[src/rtl/seg_pkg.sv]
// Shared types and helpers for the 7-segment scan controller.
package seg_pkg;

  localparam logic [6:0] SEG_BLANK = 7'h7F;
  // Widest display word the nibble helper can address (digits).
  localparam int MAX_DIG = 16;

  typedef enum logic {PH_BLANK, PH_DRIVE} phase_t;

  function automatic logic [3:0] get_nibble(input logic [4*MAX_DIG-1:0] data,
                                            input int unsigned idx);
    return data[4*idx +: 4];
  endfunction

endpackage

[src/rtl/seg_scan_ctrl_dec.sv]
// Hex to 7-segment decoder, gfedcba, active low.
module seg_decoder
  import seg_pkg::*;
(
  input  logic [3:0] hex,
  output logic [6:0] seg
);

  always_comb begin
    seg = SEG_BLANK;
    case (hex)
      4'h0: seg = 7'h40;
      4'h1: seg = 7'h79;
      4'h2: seg = 7'h24;
      4'h3: seg = 7'h30;
      4'h4: seg = 7'h19;
      4'h5: seg = 7'h12;
      4'h6: seg = 7'h02;
      4'h7: seg = 7'h78;
      4'h8: seg = 7'h00;
      4'h9: seg = 7'h18;
      4'hA: seg = 7'h08;
      4'hB: seg = 7'h03;
      4'hC: seg = 7'h46;
      4'hD: seg = 7'h21;
      4'hE: seg = 7'h06;
      4'hF: seg = 7'h0E;
      default: seg = SEG_BLANK;
    endcase
  end

endmodule

[src/rtl/seg_scan_ctrl_timer.sv]
// Slot/digit counters: cnt runs 0..DIV-1, idx advances on each slot wrap.
module scan_timer #(
  parameter int NDIG = 4,
  parameter int DIV  = 1024,
  localparam int CW  = $clog2(DIV),
  localparam int IW  = (NDIG > 1) ? $clog2(NDIG) : 1
) (
  input  logic          clk,
  input  logic          reset_n,
  output logic [CW-1:0] cnt,
  output logic [IW-1:0] idx,
  output logic          slot_wrap,
  output logic          frame_wrap
);

  localparam logic [CW-1:0] CNT_LAST = CW'(DIV - 1);
  localparam logic [IW-1:0] IDX_LAST = IW'(NDIG - 1);

  logic [CW-1:0] cnt_q, cnt_d;
  logic [IW-1:0] idx_q, idx_d;

  always_comb begin
    slot_wrap  = (cnt_q == CNT_LAST);
    frame_wrap = slot_wrap && (idx_q == IDX_LAST);
    cnt_d      = slot_wrap ? '0 : cnt_q + CW'(1);
    idx_d      = idx_q;
    if (slot_wrap) begin
      idx_d = (idx_q == IDX_LAST) ? '0 : idx_q + IW'(1);
    end
  end

  always_ff @(posedge clk or negedge reset_n) begin
    if (!reset_n) begin
      cnt_q <= '0;
      idx_q <= '0;
    end else begin
      cnt_q <= cnt_d;
      idx_q <= idx_d;
    end
  end

  assign cnt = cnt_q;
  assign idx = idx_q;

endmodule

[src/rtl/seg_scan_ctrl.sv]
// Time-multiplexed 7-segment scan controller with frame-synchronous
// double-buffered display word and per-slot anti-ghosting blanking.
module seg_scan_ctrl
  import seg_pkg::*;
#(
  parameter int NDIG  = 4,
  parameter int DIV   = 1024,
  parameter int BLANK = 16,
  localparam int IW   = (NDIG > 1) ? $clog2(NDIG) : 1
) (
  input  logic              clk,
  input  logic              reset_n,
  input  logic              load_valid,
  output logic              load_ready,
  input  logic [4*NDIG-1:0] load_data,
  input  logic [NDIG-1:0]   digit_en,
  output logic [6:0]        seg,
  output logic [NDIG-1:0]   anode,
  output logic [IW-1:0]     digit_sel,
  output logic              frame_done
);

  localparam int CW = $clog2(DIV);
  localparam logic [CW-1:0] BLANK_C = CW'(BLANK);

  logic [CW-1:0] cnt;
  logic [IW-1:0] idx;
  logic          slot_wrap;
  logic          frame_wrap;

  scan_timer #(.NDIG(NDIG), .DIV(DIV)) u_timer (
    .clk        (clk),
    .reset_n    (reset_n),
    .cnt        (cnt),
    .idx        (idx),
    .slot_wrap  (slot_wrap),
    .frame_wrap (frame_wrap)
  );

  logic [4*NDIG-1:0] active_q, active_d;
  logic [4*NDIG-1:0] pending_q, pending_d;
  logic              pend_full_q, pend_full_d;
  logic [6:0]        seg_q, seg_d;
  logic [NDIG-1:0]   anode_q, anode_d;
  logic [IW-1:0]     digit_sel_q, digit_sel_d;
  logic              frame_done_q, frame_done_d;

  phase_t     phase;
  logic [3:0] nibble;
  logic [6:0] seg_dec;
  logic       drive;

  assign nibble = get_nibble((4*MAX_DIG)'(active_q), int'(idx));

  seg_decoder u_dec (
    .hex (nibble),
    .seg (seg_dec)
  );

  always_comb begin
    phase       = (cnt < BLANK_C) ? PH_BLANK : PH_DRIVE;
    active_d    = active_q;
    pending_d   = pending_q;
    pend_full_d = pend_full_q;
    // Transfer and accept are exclusive: accept needs pend_full_q low.
    if (frame_wrap && pend_full_q) begin
      active_d    = pending_q;
      pend_full_d = 1'b0;
    end else if (load_valid && !pend_full_q) begin
      pending_d   = load_data;
      pend_full_d = 1'b1;
    end

    drive        = (phase == PH_DRIVE) && digit_en[idx];
    anode_d      = drive ? ~(NDIG'(1) << idx) : '1;
    seg_d        = drive ? seg_dec : SEG_BLANK;
    digit_sel_d  = idx;
    frame_done_d = frame_wrap;
  end

  always_ff @(posedge clk or negedge reset_n) begin
    if (!reset_n) begin
      active_q     <= '0;
      pending_q    <= '0;
      pend_full_q  <= 1'b0;
      seg_q        <= SEG_BLANK;
      anode_q      <= '1;
      digit_sel_q  <= '0;
      frame_done_q <= 1'b0;
    end else begin
      active_q     <= active_d;
      pending_q    <= pending_d;
      pend_full_q  <= pend_full_d;
      seg_q        <= seg_d;
      anode_q      <= anode_d;
      digit_sel_q  <= digit_sel_d;
      frame_done_q <= frame_done_d;
    end
  end

  assign load_ready = !pend_full_q;
  assign seg        = seg_q;
  assign anode      = anode_q;
  assign digit_sel  = digit_sel_q;
  assign frame_done = frame_done_q;

endmodule

[config.mk]
export PLATFORM = sky130hd
export DESIGN_NAME = seg_scan_ctrl
export DESIGN_NICKNAME = d
export VERILOG_FILES = /design/src/rtl/seg_pkg.sv /design/src/rtl/seg_scan_ctrl_dec.sv /design/src/rtl/seg_scan_ctrl_timer.sv /design/src/rtl/seg_scan_ctrl.sv
export SDC_FILE = /design/constraint.sdc
export NUM_CORES = 1
export LEC_CHECK = 0
export CAP_MARGIN = 5
export CORE_MARGIN = 10
export CORE_UTILIZATION = 45
export DETAILED_ROUTE_END_ITERATION = 7
export PLACE_DENSITY = 0.7
export SETUP_SLACK_MARGIN = 0.5
export SYNTH_ARGS = -nofsm -noshare
export SYNTH_HDL_FRONTEND = slang
export SYNTH_SLANG_ARGS = --single-unit
[constraint.sdc]
create_clock -name clk -period 2.61 [get_ports clk]
set_clock_uncertainty 0.15 [all_clocks]
set_input_delay 0.783 -clock clk [delete_from_list [all_inputs] [get_ports clk]]
set_output_delay 0.783 -clock clk [all_outputs]
set_load 0.03 [all_outputs]
==> impl_metrics.py, run 1 <==
metrics = {
    "routing": {
        "drc_errors": 0,
        "count_of_tritonroute_iterations_in_the_first_routing_pass": 4,
        "dr_total_vias": 1762,
        "highest_layer": "met4",
        "detailroute.wirelength.met3_um": 329,
        "detail-route-antenna-nets": 0,
        "drt-initial-drc-count": 95,
        "average_routed_wire_per_standard_cell_um": 15.3,
        "wirelength_mm": 5.13,
        "post_drt_via_cell_ratio": 5.28,
        "wl_met1_mm": 2.30,
        "met2_wirelength_mm": 2.42,
    },
    "clock_tree": {
        "clkTransAtPathRegs_ns": 0.06,
        "worst_skew_pair.late_latency_ns": 0.34,
        "cts_tree": "built",
        "cts_hold_buf": 0,
        "cts_htree_levels": 3,
        "cts-buffers-inserted": 9,
        "cts-root-to-sink-buffers": 2,
        "clkSinkCount": 59,
        "ctsRootBufferMaster": "clkbuf_8",
    },
    "global_routing": {
        "grt_first_pass_wirelength_mm": 8.74,
        "gr-usage-all-layers_pct": 11.2,
        "number_of_global_route_vias_before_repair": 1812,
        "antenna_found_initial": 0,
        "grt-ovfl-total": 0,
        "pin_count_of_the_biggest_net_entering_global_routing": 28,
    },
    "yosys": {
        "yosysUniqueCellTypes": 37,
        "synthCells": 199,
        "synth_async_sr_flop_share_pct": 100,
        "syn-cell-area_um2": 2750,
        "synth-warning-count": 0,
        "syn-num-nets": 232,
        "synth-seq-cells": 59,
        "post_synth.cell_area_avg_um2": 13.8,
        "postSynth.topFlopCell": "dfrtp_1",
        "synth_edf_count": 0,
        "ys_seq_area_share_pct": 54.3,
    },
    "die": {
        "boundaryPins": 38,
        "die_area_um2": 9630,
        "die-height_um": 98.1,
        "die-width_um": 98.1,
        "fp_rows": 28,
        "design.core.area_um2": 5920,
        "floorplan.initialDensity_pct": 46.4,
    },
    "finish": {
        "post_route_cells_drive_above_1_share_pct": 39.8,
        "syn2layout_area_growth_pct": 28.2,
        "diodes": 0,
        "fillerInstances": 507,
        "final_core_util_pct": 59.4,
        "instances_no_fill": 334,
        "design.final.nets": 287,
        "final_design_area_no_fill_um2": 3520,
    },
    "status": {
        "status": "finished, final reports clean",
    },
    "place": {
        "placed_cells": 310,
        "gpl.final_weighted_congestion": 0.848,
        "postPlaceCellArea_um2": 3230,
        "detailed_place_hpwl_mm": 3.62,
        "io_buffers": 37,
    },
    "worst_setup_path": {
        "critPathKind": "flip-flop to flip-flop",
        "data_required_time_at_the_worst_endpoint_ns": 2.70,
        "critical_path_peak_fanout": 5,
        "cp_cell_sequence": "mux4_2 > ha_4 > or4_1 > o211ai_1 > o31ai_1",
        "max_stage_delay_ns": 0.60,
        "worst_setup_path_end_kind": "flip-flop",
        "worstSetupStartpointType": "flip-flop",
        "critPathArrivalTime_ns": 2.25,
        "critical-path-slowest-cell": "mux4_2",
        "register_to_register_path_setup_slack_ns": 0.45,
    },
    "pwr": {
        "worst_ir_drop_vdd_v": 0.000399,
        "cellPowerDensity_nw_per_um2": 539,
        "power_frac_comb_pct": 5.9,
        "internal_uw": 1480,
        "share_clk_of_total_power_pct": 42.7,
        "power_leakage_uw": 0.00155,
        "p_sw_uw": 411,
        "switching_share_pct": 21.7,
        "reg_power_share_pct": 51.4,
    },
    "sta": {
        "rsz0062_at_grt": "true",
        "worst_pin_slew_ns": 0.457,
        "setup_total_negative_slack_ns": 0,
        "hold_slack_ns": 0.240,
        "fmax_mhz": 463,
        "period_minus_slack_ns": 2.16,
        "maxSlewHeadroom_pct": 69.5,
        "number_of_endpoints_failing_setup_at_the_final_stage": 0,
        "post_route_clock_period_utilization_pct": 82.8,
        "hold_violations": 0,
        "drv_slew": 0,
    },
    "hold_path": {
        "worstHoldPathType": "input pin to asynchronous set/reset pin",
    },
    "job": {
        "timing.max_cap.violations": 0,
    },
}
## worst max-delay path: cells and delay by family, from the launching register on
| kind | cells | cell delay, ns |
|---|---|---|
| mux | 1 | 0.60 |
| flops | 1 | 0.42 |
| fa+ha+maj | 1 | 0.21 |
| compound gates | 2 | 0.19 |
| simple gates | 1 | 0.50 |
## path summary, 6_finish.rpt
path | start | to | cells past startpoint
min in group clk | u_timer.cnt[0]$_DFF_PN0_ | u_timer.cnt[0]$_DFF_PN0_ | 1
worst min register to register | u_timer.cnt[0]$_DFF_PN0_ | u_timer.cnt[0]$_DFF_PN0_ | 1
max in group asynchronous | reset_n | seg[1]$_DFF_PN1_ | 2
worst max register to register | u_timer.idx[0]$_DFFE_PN0N_ | seg[0]$_DFF_PN1_ | 5
worst max-delay path | u_timer.idx[0]$_DFFE_PN0N_ | seg[0]$_DFF_PN1_ | 5
worst min-delay path | reset_n | pending_q[5]$_DFFE_PN0P_ | 1
## power by group through the flow
| stage | sequential, uW | combinational [uW] | clock (uW) |
|---|---|---|---|
| 2_1_floorplan | 998 | 35.9 | 0 |
| 3_3_place_gp | 990 | 115 | 0 |
| 3_5_place_dp | 992 | 117 | 0 |
| 4_1_cts | 975 | 115 | 839 |
| 5_1_grt | 979 | 124 | 878 |
| 6_report | 974 | 112 | 809 |
## layout by cell type (no fill, tap or decap), types with 2 or more instances in the layout
cell type / instances
and3_1: 2
and4_1: 3
buf_12: 2
buf_2: 2
buf_4: 12
clkbuf_8: 10
clkdlybuf4s15_2: 10
clkdlybuf4s50_1: 21
clkinv_2: 3
dfrtp_1: 46
dfrtp_2: 2
dfstp_2: 11
dlygate4sd2_1: 3
ha_1: 8
ha_4: 2
inv_1: 3
mux2_2: 27
mux2_4: 9
mux2i_1: 7
mux4_2: 5
nand2_1: 14
nand3_1: 3
nor2_1: 7
nor2b_1: 3
o21a_1: 2
o21ai_0: 3
o221ai_1: 5
o31ai_1: 3
or4_1: 3
xnor2_1: 5
xor2_1: 2
## per-stage QoR
step | worst slack [ns] | power [uW]
CTS | 0.395 | 1930
floorplan | 0.402 | 1030
global route | 0.311 | 1980
finish | 0.450 | 1900
global placement | 0.253 | 1100
detailed placement | 0.248 | 1110
## per-layer routing
layer / up-vias / GRT usage [%]
li1: 833 / -
met1: 871 / 13.1
met2: 51 / 16.8
met3: 7 / 4.72
met4: 0 / 6.49
met5: - / 0
## synthesized netlist by cell type (3+ instances only)
cell / count / area [um2]
nand3_1: 3 / 15.0
o21ai_0: 3 / 15.0
inv_1: 5 / 18.8
mux2i_1: 8 / 80.1
nor2b_1: 3 / 18.8
nor2_1: 7 / 26.3
mux2_2: 27 / 304
nand2_1: 15 / 56.3
and4_1: 3 / 26.3
dfrtp_1: 48 / 1200
dfstp_2: 11 / 289
o221ai_1: 5 / 43.8
or4_1: 3 / 22.5
buf_2: 4 / 20.0
mux4_2: 5 / 113
xnor2_1: 5 / 43.8
o31ai_1: 3 / 22.5
ha_1: 10 / 125
mux2_4: 9 / 135
## logic make-up after synthesis
family	after synthesis	synth area share (%)
buf+inv	13	2.51
compound gates	20	5.38
mux	49	23.0
fa+ha+maj	10	4.56
simple gates	41	8.06
flops	59	54.3
xor+xnor	7	2.23
## registers in the layout (all words and copies together), names as in the netlist
signal / count
pend_full_q: 1
active_q: 16
seg: 7
anode: 4
digit_sel: 2
frame_done: 1
pending_q: 16
u_timer.idx: 2
u_timer.cnt: 10
## repair_timing
action / in CTS / in global routing
buffers inserted: 6 / 2
setup endpoints to repair: 19 / 23
pin swaps: 3 / 3
cloned: 0 / 0
gates resized for setup: 40 / 10
## final cells by class
cell class | instances | area (um2) | share of cell area, %
sequential | 59 | 1490 | 42.4
multi-input combinational | 127 | 1220 | 34.7
tap | 75 | 93.8 | 2.67
clock buffer | 11 | 141 | 4.02
inverter | 6 | 25.0 | 0.711
timing repair buffer | 51 | 494 | 14.0
clock inverter | 5 | 52.6 | 1.49
(Power assumes the default switching activity.)
==> run 2: changes to the inputs <==
==> constraint.sdc (replaced) <==
create_clock -name clk -period 2 [get_ports clk]
set_clock_uncertainty 0.15 [all_clocks]
set_input_delay 0.6 -clock clk [delete_from_list [all_inputs] [get_ports clk]]
set_output_delay 0.6 -clock clk [all_outputs]
set_load 0.03 [all_outputs]
==> run 2 against run 1 <==
Net effect:
- combinational power increased by 62%
- critical endpoint unchanged
- worst hold slack got worse by 0.15 ns
- non-clock buffer count increased by 25
- the flow now finishes with violations (setup timing)
- first-iteration DRC count decreased by 34%
==> impl_metrics.py, run 2 (synthesis gave the netlist of run 1 again) <==
metrics = {
    "die": {
        "die_area_um2": 9630,
        "die-height_um": 98.1,
        "fp_rows": 28,
        "boundaryPins": 38,
        "floorplan.initialDensity_pct": 46.4,
        "die-width_um": 98.1,
        "design.core.area_um2": 5920,
    },
    "finish": {
        "final_cell_mix": "46 x dfrtp_1, 32 x mux2_4, 23 x buf_6, 21 x buf_4, 20 x clkdlybuf4s50_1",
        "final_design_area_no_fill_um2": 4080,
        "design.final.nets": 313,
        "fillerInstances": 435,
        "diodes": 0,
        "post_route_cells_drive_above_1_share_pct": 53.9,
        "layout_commonest_cell": "dfrtp_1",
        "syn2layout_area_growth_pct": 48.5,
        "instances_no_fill": 359,
    },
    "global_routing": {
        "grt-ovfl-total": 0,
        "grt_first_pass_wirelength_mm": 9.85,
        "pin_count_of_the_biggest_net_entering_global_routing": 60,
        "gr-usage-all-layers_pct": 12.6,
        "number_of_global_route_vias_before_repair": 1962,
        "antenna_found_initial": 0,
    },
    "sta": {
        "hold_violations": 0,
        "setup_slack_ns": -0.166,
        "drv_slew": 0,
        "fmax_mhz": 462,
        "setup_total_negative_slack_ns": -0.236,
        "number_of_endpoints_failing_setup_at_the_final_stage": 4,
        "period_minus_slack_ns": 2.17,
        "worst_pin_slew_ns": 0.325,
        "post_route_clock_period_utilization_pct": 108,
        "rsz0062_at_grt": "true",
        "maxSlewHeadroom_pct": 78.2,
    },
    "pwr": {
        "cellPowerDensity_nw_per_um2": 625,
        "power_leakage_uw": 0.00182,
        "worst_ir_drop_vdd_v": 0.000475,
        "finalPower_uw": 2550,
    },
    "worst_setup_path": {
        "critPathKind": "flip-flop to flip-flop",
        "critical_path_peak_fanout": 4,
        "max_stage_delay_ns": 0.50,
        "cp_cell_sequence": "mux4_2 > inv_4 > ha_1 > or4_1 > o31ai_1 > o31ai_1",
        "register_to_register_path_setup_slack_ns": -0.17,
        "worstReg2RegStart": "u_timer.idx[0]$_DFFE_PN0N_",
        "worst_setup_path_end_kind": "flip-flop",
        "critical-path-slowest-cell": "or4_1",
        "r2r_end": "seg[0]$_DFF_PN1_",
        "reg2reg_depth": 6,
        "data_required_time_at_the_worst_endpoint_ns": 2.10,
        "worstSetupStartpointType": "flip-flop",
        "critical_path.top_delay_family": "simple AND/OR/NAND/NOR gates",
        "timing.critical_path.buf_inv": 1,
        "critPathArrivalTime_ns": 2.27,
        "critical_path.most_common_cell": "o31ai_1",
    },
    "clock_tree": {
        "cts_htree_levels": 3,
        "cts-buffers-inserted": 9,
        "clkTransAtPathRegs_ns": 0.06,
        "cts_tree": "built",
        "cts-root-to-sink-buffers": 2,
        "worst_skew_pair.late_latency_ns": 0.34,
        "ctsRootBufferMaster": "clkbuf_8",
        "clkSinkCount": 59,
    },
    "routing": {
        "detail-route-antenna-nets": 0,
        "dr_total_vias": 1916,
        "post_drt_via_cell_ratio": 5.34,
        "wirelength_mm": 6.26,
        "count_of_tritonroute_iterations_in_the_first_routing_pass": 4,
        "average_routed_wire_per_standard_cell_um": 17.4,
        "drt-initial-drc-count": 63,
        "drc_errors": 0,
    },
    "place": {
        "detailed_place_hpwl_mm": 3.67,
        "gpl.final_weighted_congestion": 0.783,
        "postPlaceCellArea_um2": 3410,
        "placed_cells": 322,
        "io_buffers": 37,
        "dp_worst_setup_slack_ns": -0.160,
    },
    "status": {
        "failed_checks": "setup timing",
        "status": "complete, but fails checks",
    },
    "job": {
        "timing.max_cap.violations": 0,
    },
    "hold_path": {
        "worstHoldPathType": "input pin to asynchronous set/reset pin",
    },
}
==> run 2: cell types whose count changed in the layout (fill, tap and decap cells not counted), moves of 3 or more <==
cell	change
clkdlybuf4s15_2	-10
nand2_2	+6
buf_6	+23
mux2_2	-23
buf_4	+9
ha_1	-3
buf_12	+4
mux2_4	+23
nand2_1	-6
o21ai_0	-3
==> run 2: cell type report <==
class	instances	area, um2	area share (%)
Tap cell	75	93.8	2.30
Clock inverter	2	35.0	0.859
Sequential cell	59	1490	36.6
Inverter	6	32.5	0.798
Multi-Input combinational cell	128	1420	34.8
Timing Repair Buffer	76	846	20.7
Clock buffer	13	159	3.90
==> run 2: power by group <==
part           internal, uW  switching, uW  total [uW]
registers              1250           30.3        1280
clock network           635            455        1090
logic                   118           63.0         181
total                  2000            548        2550
==> run 2: how the worst max path moves through the flow <==
stage	startpoint	endpoint	slack (ns)	cells past startpoint
CTS	u_timer.idx[0]$_DFFE_PN0N_	seg[3]$_DFF_PN1_	-0.13	6
global route	u_timer.idx[0]$_DFFE_PN0N_	seg[0]$_DFF_PN1_	-0.27	6
detailed placement	digit_en[3]	seg[1]$_DFF_PN1_	-0.16	4
global placement	u_timer.idx[0]$_DFFE_PN0N_	seg[3]$_DFF_PN1_	-0.13	6
finish	u_timer.idx[0]$_DFFE_PN0N_	seg[0]$_DFF_PN1_	-0.17	6
floorplan	u_timer.idx[0]$_DFFE_PN0N_	seg[0]$_DFF_PN1_	-0.21	6
==> run 2: what timing repair did <==
| action | CTS | global route |
|---|---|---|
| buffers inserted | 7 | 11 |
| gates resized for setup | 120 | 36 |
| gates cloned | 3 | 1 |
| pin swaps | 2 | 7 |
| setup endpoints to repair | 61 | 52 |
| hold buffers | 0 | 0 |
==> run 2: layer usage <==
metal | track usage [%] | wire length [um] | vias to the layer above
li1 | - | - | 886
met1 | 15.0 | 2600 | 947
met2 | 19.2 | 3130 | 71
met3 | 4.58 | 378 | 12
met4 | 6.94 | 145 | 0
met5 | 0 | 0 | -
==> run 2: worst reg2reg max path: stages (launching register included) <==
cell     delay, ns
dfrtp_2       0.44
mux4_2        0.42
inv_4         0.08
ha_1          0.22
or4_1         0.50
o31ai_1       0.11
o31ai_1       0.15
==> run 2: stage by stage <==
step	hold slack (ns)	util, %
3_5_place_dp	0.335	57.6
5_1_grt	0.109	68.9
2_1_floorplan	0.154	-
4_1_cts	0.104	65.4
3_3_place_gp	0.325	57.6
6_report	0.0944	68.9
==> run 3: changes to the inputs <==
--- a/config.mk
+++ b/config.mk
@@ -7,9 +7,9 @@
 export LEC_CHECK = 0
 export CAP_MARGIN = 5
 export CORE_MARGIN = 10
-export CORE_UTILIZATION = 45
+export CORE_UTILIZATION = 30
 export DETAILED_ROUTE_END_ITERATION = 7
-export PLACE_DENSITY = 0.7
+export PLACE_DENSITY = 0.51
 export SETUP_SLACK_MARGIN = 0.5
 export SYNTH_ARGS = -nofsm -noshare
 export SYNTH_HDL_FRONTEND = slang
==> run 3 against run 2 <==
Net effect:
- the flow still finishes with violations (setup timing)
- clock-buffer cell count rose by 1
- largest power group unchanged
- core utilization decreased by 23 points
- critical endpoint unchanged
- wire length rose by 0.58%
- global-route usage decreased by 2.4 points
- register-to-register slack better by 0.09 ns
- critical path type unchanged
- total power is 0.33% higher
- sequential share of layout area about the same
- sequential cell count did not move
- maximum frequency up 4.1%
==> impl_metrics.py, run 3 (synthesis gave the netlist of run 1 again) <==
metrics = {
    "finish": {
        "syn2layout_area_growth_pct": 48.6,
        "design.final.nets": 315,
        "final_cell_mix": "46 x dfrtp_1, 26 x buf_6, 25 x mux2_4, 23 x buf_4, 16 x clkdlybuf4s50_1",
        "fillerInstances": 804,
        "diodes": 0,
        "instances_no_fill": 395,
        "post_route_cells_drive_above_1_share_pct": 53.3,
        "layout_commonest_cell": "dfrtp_1",
    },
    "worst_setup_path": {
        "critical_path_peak_fanout": 4,
        "critical-path-slowest-cell": "mux4_2",
        "worst_setup_path_end_kind": "flip-flop",
        "data_required_time_at_the_worst_endpoint_ns": 2.10,
        "cp_cell_sequence": "mux4_2 > ha_4 > or4_1 > o211ai_1 > o31ai_1",
        "critical_path.top_delay_family": "multiplexers",
        "critPathArrivalTime_ns": 2.18,
        "critPathKind": "flip-flop to flip-flop",
        "timing.critical_path.buf_inv": 0,
        "worstSetupStartpointType": "flip-flop",
        "max_stage_delay_ns": 0.57,
    },
    "place": {
        "gpl.final_weighted_congestion": 0.788,
        "detailed_place_hpwl_mm": 4.01,
        "io_buffers": 37,
        "placed_cells": 358,
        "dp_worst_setup_slack_ns": -0.217,
    },
    "die": {
        "die-height_um": 116,
        "floorplan.initialDensity_pct": 31.2,
        "die_area_um2": 13400,
        "design.core.area_um2": 8810,
        "die-width_um": 116,
        "boundaryPins": 38,
        "fp_rows": 34,
    },
    "routing": {
        "post_drt_via_cell_ratio": 4.73,
        "highest_layer": "met4",
        "detail-route-antenna-nets": 0,
        "wirelength_mm": 6.29,
        "met2_wirelength_mm": 3.05,
        "count_of_tritonroute_iterations_in_the_first_routing_pass": 3,
        "drt-initial-drc-count": 58,
        "dr_total_vias": 1869,
        "drc_errors": 0,
        "average_routed_wire_per_standard_cell_um": 15.9,
        "wl_met1_mm": 2.76,
        "detailroute.wirelength.met3_um": 412,
    },
    "sta": {
        "fmax_mhz": 481,
        "period_minus_slack_ns": 2.08,
        "post_route_clock_period_utilization_pct": 104,
        "hold_violations": 0,
        "drv_slew": 0,
        "rsz0062_at_grt": "true",
        "maxSlewHeadroom_pct": 76.0,
        "worst_pin_slew_ns": 0.359,
        "number_of_endpoints_failing_setup_at_the_final_stage": 8,
        "hold_slack_ns": 0.118,
        "setup_slack_ns": -0.0803,
    },
    "pwr": {
        "cellPowerDensity_nw_per_um2": 627,
        "worst_ir_drop_vdd_v": 0.000474,
        "power_leakage_uw": 0.00183,
    },
    "clock_tree": {
        "cts-buffers-inserted": 9,
        "ctsRootBufferMaster": "clkbuf_8",
        "clkTransAtPathRegs_ns": 0.06,
        "worst_skew_pair.late_latency_ns": 0.34,
        "clkSinkCount": 59,
        "cts_htree_levels": 3,
        "cts_tree": "built",
        "cts-root-to-sink-buffers": 2,
        "cts_hold_buf": 0,
    },
    "hold_path": {
        "worstHoldPathType": "input pin to asynchronous set/reset pin",
    },
    "status": {
        "status": "complete, but fails checks",
        "failed_checks": "setup timing",
    },
    "global_routing": {
        "grt-ovfl-total": 0,
        "number_of_global_route_vias_before_repair": 2026,
        "antenna_found_initial": 0,
        "grt_first_pass_wirelength_mm": 10.6,
        "pin_count_of_the_biggest_net_entering_global_routing": 60,
        "gr-usage-all-layers_pct": 10.2,
    },
    "job": {
        "timing.max_cap.violations": 0,
    },
}
-- run 3: cell types whose count changed in the layout (fill, tap and decap cells not counted), moves of 3 or more --
cell             change
mux2_2               +7
o221ai_1             -3
clkdlybuf4s50_1      -4
dlygate4sd2_1        +4
o221ai_2             +3
nand2_2              -3
buf_6                +3
mux2_4               -7
-- run 3: power by group --
group	switching, uW	internal [uW]
Sequential	28.4	1250
Clock	456	644
Combinational	64.7	118
Total	549	2010
-- run 3: stage by stage --
stage / total power (uW) / cell area, um2 / TNS, ns / utilization [%]
after floorplan: 1370 / 2840 / -0.345 / -
after global placement: 1470 / 3460 / -2.01 / 39.3
after detailed placement: 1470 / 3460 / -2.34 / 39.3
after CTS: 2590 / 3970 / -0.454 / 45.1
after global routing: 2670 / 4080 / -1.55 / 46.3
final: 2560 / 4080 / -0.169 / 46.3
-- run 3: timing repair --
item | in CTS | in global routing
cloned | 3 | 0
endpoints found under the setup margin | 61 | 68
pin swaps | 11 | 4
resized for setup | 122 | 24
setup buffers | 15 | 3
-- run 3: worst paths after layout --
| path | from | to | slack (ns) | cells past startpoint |
|---|---|---|---|---|
| max in group asynchronous | reset_n | seg[2]$_DFF_PN1_ | 1.28 | 2 |
| hold / removal | reset_n | pending_q[5]$_DFFE_PN0P_ | 0.12 | 2 |
| setup reg to reg | u_timer.idx[0]$_DFFE_PN0N_ | seg[0]$_DFF_PN1_ | -0.08 | 5 |
| min in group clk | pending_q[0]$_DFFE_PN0P_ | pending_q[0]$_DFFE_PN0P_ | 0.36 | 1 |
| hold reg to reg | pending_q[0]$_DFFE_PN0P_ | pending_q[0]$_DFFE_PN0P_ | 0.36 | 1 |
| setup / recovery | u_timer.idx[0]$_DFFE_PN0N_ | seg[0]$_DFF_PN1_ | -0.08 | 5 |
-- run 3: final cells by class --
cell class / count / area (um2) / share of cell area [%]
clock inverters: 2 / 35.0 / 0.859
repair buffers: 78 / 830 / 20.3
inverters: 6 / 26.3 / 0.644
well taps: 108 / 135 / 3.31
clock buffers: 14 / 163 / 3.99
flip-flops and latches: 59 / 1490 / 36.6
multi-input cells: 128 / 1400 / 34.3
-- run 3: worst reg2reg max path, cell delays in order (launching register included) --
cell and delay, ns:
dfrtp_2 0.39, mux4_2 0.58, ha_4 0.20, or4_1 0.50, o211ai_1 0.10, o31ai_1 0.09
-- run 3: per-layer routing --
layer | vias up | GRT usage, %
met5 | - | 0
met4 | 0 | 3.00
met3 | 7 | 4.86
met2 | 41 | 16.2
met1 | 924 | 11.9
li1 | 897 | -
